File: src/rtl/header_sender.sv
`default_nettype none
// ============================================================================
//  Module   : header_sender
//  Purpose  : Streams a block header byte-by-byte into a UART transmitter,
//             then collects a fixed number of response bytes from a UART
//             receiver and presents them as a nonce. If no response byte
//             arrives within the timeout window, the job is aborted.
//  Ports    : clk, rst_n            - clock, asynchronous active-low reset
//             start, header_in      - job request and header word (byte 0 in MSBs)
//             tx_byte, tx_wr_en     - byte and write strobe to the UART transmitter
//             tx_busy               - UART transmitter busy flag
//             rx_data, rx_rdy       - UART receiver byte and byte-ready flag
//             rx_rdy_clr            - one-cycle clear to the UART receiver
//             busy                  - high whenever a job is in progress
//             nonce_out/nonce_valid - assembled nonce and its update pulse
//             timeout               - one-cycle pulse on job abort
//  Revision : 1.0 - initial release
// ============================================================================
module header_sender #(
    parameter int HEADER_BYTES   = 80,
    parameter int NONCE_BYTES    = 4,
    parameter int TIMEOUT_CYCLES = 50000000
) (
    input  logic                      clk,
    input  logic                      rst_n,
    input  logic                      start,
    input  logic [HEADER_BYTES*8-1:0] header_in,
    output logic [7:0]                tx_byte,
    output logic                      tx_wr_en,
    input  logic                      tx_busy,
    input  logic [7:0]                rx_data,
    input  logic                      rx_rdy,
    output logic                      rx_rdy_clr,
    output logic                      busy,
    output logic [31:0]               nonce_out,
    output logic                      nonce_valid,
    output logic                      timeout
);

    localparam int HDR_W  = HEADER_BYTES * 8;
    localparam int BCNT_W = $clog2(HEADER_BYTES + 1);
    localparam int TCNT_W = $clog2(TIMEOUT_CYCLES + 1);

    localparam logic [BCNT_W-1:0] HDR_COUNT     = BCNT_W'(HEADER_BYTES);
    localparam logic [BCNT_W-1:0] NONCE_LAST_IX = BCNT_W'(NONCE_BYTES - 1);
    localparam logic [TCNT_W-1:0] TO_RELOAD     = TCNT_W'(TIMEOUT_CYCLES);

    typedef enum logic [2:0] {
        IDLE      = 3'd0,
        LOAD      = 3'd1,
        STROBE    = 3'd2,
        WAIT_ACK  = 3'd3,
        WAIT_DONE = 3'd4,
        RECV      = 3'd5,
        DONE      = 3'd6,
        ABORT     = 3'd7
    } state_t;

    state_t              state;
    logic [HDR_W-1:0]    shreg;
    logic [BCNT_W-1:0]   byte_cnt;
    logic [TCNT_W-1:0]   to_cnt;
    logic [1:0]          ack_cnt;
    // Only the three most recent bytes need keeping; the fourth arrives
    // together with the decision to publish the nonce.
    logic [23:0]         nonce_asm;

    logic                rx_take;
    logic [31:0]         nonce_next;

    // A ready byte is taken only when no clear is already in flight, so the
    // receiver's still-high flag during the clear cycle is never re-captured.
    assign rx_take    = rx_rdy && !rx_rdy_clr;
    assign nonce_next = {nonce_asm, rx_data};

    always_ff @(posedge clk or negedge rst_n) begin
        if (!rst_n) begin
            state       <= IDLE;
            shreg       <= '0;
            byte_cnt    <= '0;
            to_cnt      <= '0;
            ack_cnt     <= '0;
            nonce_asm   <= '0;
            tx_byte     <= '0;
            tx_wr_en    <= 1'b0;
            rx_rdy_clr  <= 1'b0;
            busy        <= 1'b0;
            nonce_out   <= '0;
            nonce_valid <= 1'b0;
            timeout     <= 1'b0;
        end else begin
            tx_wr_en    <= 1'b0;
            nonce_valid <= 1'b0;
            timeout     <= 1'b0;
            // Any waiting byte is acknowledged in every state; only RECV
            // actually keeps the data.
            rx_rdy_clr  <= rx_take;

            case (state)
                IDLE: begin
                    if (start) begin
                        shreg     <= header_in;
                        byte_cnt  <= '0;
                        nonce_asm <= '0;
                        tx_byte   <= header_in[HDR_W-1 -: 8];
                        busy      <= 1'b1;
                        state     <= LOAD;
                    end
                end
                LOAD: begin
                    if (!tx_busy) begin
                        tx_wr_en <= 1'b1;   // high for the whole STROBE cycle
                        state    <= STROBE;
                    end
                end
                STROBE: begin
                    shreg    <= shreg << 8;
                    byte_cnt <= byte_cnt + 1'b1;
                    ack_cnt  <= '0;
                    state    <= WAIT_ACK;
                end
                WAIT_ACK: begin
                    // Give the transmitter four cycles to raise busy; a
                    // transmitter that never reports busy must not stall us.
                    if (tx_busy || ack_cnt == 2'd3) begin
                        state <= WAIT_DONE;
                    end else begin
                        ack_cnt <= ack_cnt + 1'b1;
                    end
                end
                WAIT_DONE: begin
                    if (!tx_busy) begin
                        if (byte_cnt < HDR_COUNT) begin
                            // Shift already happened in STROBE, so the MSBs
                            // now hold the next byte.
                            tx_byte <= shreg[HDR_W-1 -: 8];
                            state   <= LOAD;
                        end else begin
                            byte_cnt <= '0;
                            to_cnt   <= TO_RELOAD;
                            state    <= RECV;
                        end
                    end
                end
                RECV: begin
                    if (rx_take) begin
                        nonce_asm <= nonce_next[23:0];
                        byte_cnt  <= byte_cnt + 1'b1;
                        to_cnt    <= TO_RELOAD;
                        if (byte_cnt == NONCE_LAST_IX) begin
                            // Publish on entry so the value and the pulse
                            // are both visible during the DONE cycle.
                            nonce_out   <= nonce_next;
                            nonce_valid <= 1'b1;
                            state       <= DONE;
                        end
                    end else if (to_cnt <= TCNT_W'(1)) begin
                        to_cnt  <= '0;
                        timeout <= 1'b1;
                        state   <= ABORT;
                    end else begin
                        to_cnt <= to_cnt - 1'b1;
                    end
                end
                DONE: begin
                    busy  <= 1'b0;
                    state <= IDLE;
                end
                ABORT: begin
                    busy  <= 1'b0;
                    state <= IDLE;
                end
                default: begin
                    busy  <= 1'b0;
                    state <= IDLE;
                end
            endcase
        end
    end

endmodule
`default_nettype wire

File: config.mk
export PLATFORM = sky130hd
export DESIGN_NAME = header_sender
export DESIGN_NICKNAME = d
export VERILOG_FILES = /design/src/rtl/header_sender.sv
export SDC_FILE = /design/constraint.sdc
export NUM_CORES = 2
export LEC_CHECK = 0
export ABC_AREA = 0
export BUFFER_PORTS_ARGS = -buffer_cell sky130_fd_sc_hd__clkbuf_2
export CAP_MARGIN = 30
export CORE_ASPECT_RATIO = 0.8
export CORE_MARGIN = 1
export CORE_UTILIZATION = 40
export CTS_CLUSTER_SIZE = 30
export DETAILED_ROUTE_END_ITERATION = 7
export PLACE_DENSITY_LB_ADDON = 0.05
export SYNTH_ARGS = -nofsm -noshare
export SYNTH_HDL_FRONTEND = slang
export SYNTH_SLANG_ARGS = --single-unit
File: constraint.sdc
create_clock -name clk -period 2.5 [get_ports clk]
set_clock_uncertainty 0.05 [all_clocks]
set_input_delay 0.375 -clock clk [delete_from_list [all_inputs] [get_ports clk]]
set_output_delay 0.375 -clock clk [all_outputs]
set_load 0.05 [all_outputs]
==> impl_metrics.tcl <==
set metrics [dict create \
    outcome "finished clean" \
    die_area_sq_mm 0.08466 \
    cap_violations 0 \
    met3_length_mm 5.621 \
    via_count 32551 \
    synth_cells 3958 \
    design_area_sq_mm 0.04734 \
    path_cells "or4_1 > nor2_2 > nand4_1 > buf_4 > a22oi_1 > nand3_1" \
    min_period_ns 2.144 \
    cts_root_buffer "clkbuf_16" \
    io_pins 698 \
    path_class "reg2reg" \
    async_reset_ff_frac 1.000 \
    clkLatencyLatePin_ns 0.62 \
    wl_met1_mm 50.91 \
    synth_most_common_cell "nand2_1" \
    vias_per_cell 5.133 \
    first_iter_violations 2480 \
    rsz0062_at_grt "no" \
    seq_power_share 0.390 \
    fmax_mhz 466.4 \
    numCtsBuffers 79 \
    post_dp_cell_area_sq_mm 0.03851 \
    nNetsFinal 5832 \
    worst-path-buf-inv 1 \
    grt_start_max_net_pins 102 \
    p_int_uw 32700 \
    hpwl_mm 76.08 \
    ys_seq_area_frac 0.5597 \
    path_clk_slew_ns 0.06 \
    peakVddDrop_mv 0.7036 \
    fp-row-count 94 \
    grt_pass1_vias 31880 \
    path_max_fanout 11 \
    area_growth_pct 41.76 \
    critPathSlowestCell "or4_1" \
    synth-seq-cells 747 \
    yosys_most_used_dff "dfrtp_1" \
    chipHeight_um 260.5 \
    drv_slew 0 \
    pwr-share-comb 0.390 \
    crit_family "simple AND/OR/NAND/NOR gates" \
    start_util 0.4051 \
    grt_pass1_wl_mm 176.8 \
    critPathCaptureType "register" \
    synth_commonest_cells "nand2_1, dfrtp_1, nor2_1" \
    cp.required_ns 2.95 \
    hold_path_class "in2reg" \
    syn_nets 4615 \
    port_buffers 697 \
    crit_path_start_kind "register" \
    timing.final.ws_setup_ns 0.3561 \
    synth_area_leader_cell "dfrtp_1" \
    worst_pin_slew_ns 0.5445 \
    ys_types 55 \
    synth_enable_flop_cells 0 \
    hold_violations 0 \
    postCtsSetupRepairBufs 0 \
    clkPwrFrac 0.220 \
    wl_per_cell_um 18.04 \
    top_layer_used "met5" \
    drc 0 \
    totalPowerFinal_uw 53520 \
    grt_overflow 0 \
    fin_setup_tns_ns 0 \
    wirelength_mm 114.4 \
    post-route-period-util 0.8575 \
    critical_path.max_stage_delay_ns 0.60 \
    cts_max_level 3 \
    dpl_worst_slack_ns 0.3891 \
    antenna_left 0 \
    met2_length_mm 52.95 \
    cts_tree "done" \
    ys_warn_count 0 \
    sw_frac_of_total 0.3891 \
    synth_top_area_share 0.5597 \
    grtUsageTotal 0.2633 \
    antenna_found_initial 10 \
    r2r_slack_ns 0.36 \
    relSlewSlack 0.6336 \
    dieWidth_um 325.1 \
    post-route-util 0.5742 \
    first_pass_iters 6 \
    synth_top_cells_by_area "dfrtp_1, nand2_1, a31oi_1" \
    clockBufferDepth 3 \
    synthesis.area_sq_mm 0.03340 \
    numClockSinks 747 \
    synth.avg_cell_area_sq_um 8.438 \
    core_area_sq_mm 0.08245 \
    power_switching_uw 20820 \
    finalSetupViolations 0 \
    place_congestion 0.8303 \
    p_leak_uw 0.02159 \
    cp.arrival_ns 2.59 \
    drive_gt1_frac 0.1867 \
    powerDensity_mw_per_mm2 1131 \
]
==> power groups by stage <==
stage	combinational, uW	sequential [uW]	clock (uW)
2_1_floorplan	14600	20200	0
5_1_grt	23700	21500	12500
3_3_place_gp	19900	20900	0
6_report	20900	20900	11800
4_1_cts	21000	20800	12000
3_5_place_dp	20200	21000	0
==> through the flow <==
step,hold WS [ns],instances
after global placement,0.2784,5570
after global routing,0.01564,6340
final,0.02254,6342
after detailed placement,0.2811,5570
after CTS,0.001427,6337
after floorplan,0.02941,3958
==> cell families (layout without fill, tap and decap cells) <==
| logic type | count (synthesis) | after routing | synth area share |
|---|---|---|---|
| buffers and inverters | 317 | 1592 | 0.04102 |
| other | 0 | 5 | 0 |
| DFF | 747 | 747 | 0.5597 |
| and+or+nand+nor | 2100 | 2100 | 0.2436 |
| AOI/OAI and AO/OA | 746 | 746 | 0.1397 |
| muxes | 44 | 44 | 0.01442 |
| adders and majority gates | 4 | 4 | 0.001499 |
==> flip-flops by register name, indices dropped and copies added (netlist names), 2 cells and up <==
| name | cells |
|---|---|
| shreg | 640 |
| nonce_out | 32 |
| to_cnt | 26 |
| nonce_asm | 24 |
| tx_byte | 8 |
| byte_cnt | 7 |
| state | 3 |
| ack_cnt | 2 |
==> worst min-delay path, stage by stage <==
cell      delay (ns)
clkbuf_2        0.08
nand2_1         0.10
a31oi_1         0.10
==> layout make-up <==
class | count | area [sq um]
well taps | 1104 | 1381
flip-flops and latches | 747 | 18690
multi-input cells | 2894 | 13360
clock inverters | 14 | 156.4
clock buffers | 125 | 2375
inverters | 9 | 33.78
diodes | 5 | 12.51
repair buffers | 1444 | 11330
fillers | 7443 | 35100
==> final timing paths <==
check,startpoint,end,cells after the start
max,to_cnt[19],to_cnt[12],6
max reg2reg,to_cnt[19],to_cnt[12],6
max in group asynchronous,rst_n,shreg[168],3
min reg2reg,nonce_asm[21],nonce_asm[21],2
min in group asynchronous,rst_n,nonce_valid,2
min,header_in[346],shreg[346],3
==> cells in the final DEF, fill, tap and decap left out, types with 3 or more instances in the layout <==
master	n
clkbuf_2	696
dlygate4sd3_1	628
o31ai_1	5
inv_6	3
nand2_1	1351
diode_2	5
a22oi_1	3
mux2i_1	11
nand4_1	9
inv_1	9
or4_1	4
nor3_1	4
mux2_2	33
clkinv_2	8
nor2b_1	4
clkbuf_1	28
nand3_1	22
clkbuf_8	14
nand2b_1	8
buf_12	52
a31oi_1	641
o21ai_0	58
a211oi_1	4
clkbuf_16	83
and3_1	3
dfrtp_1	747
nor2_1	658
bufinv_16	3
a21o_1	3
ha_1	4
o22ai_1	4
buf_4	67
or3_1	4
nor3b_1	4
nor4_1	8
a21oi_1	6
a22o_1	8
==> routing by layer <==
metal  up-vias  global-route usage
li1      15754                   -
met1     15528              0.3610
met2       993              0.4148
met3       264             0.04082
met4        12              0.1150
met5         -                   0
==> what timing repair did <==
action	in CTS	in global routing
setup endpoints to repair	0	0
gates resized for setup	0	0
hold buffers	628	0
hold endpoints to repair	758	0
(Power assumes the default switching activity.)
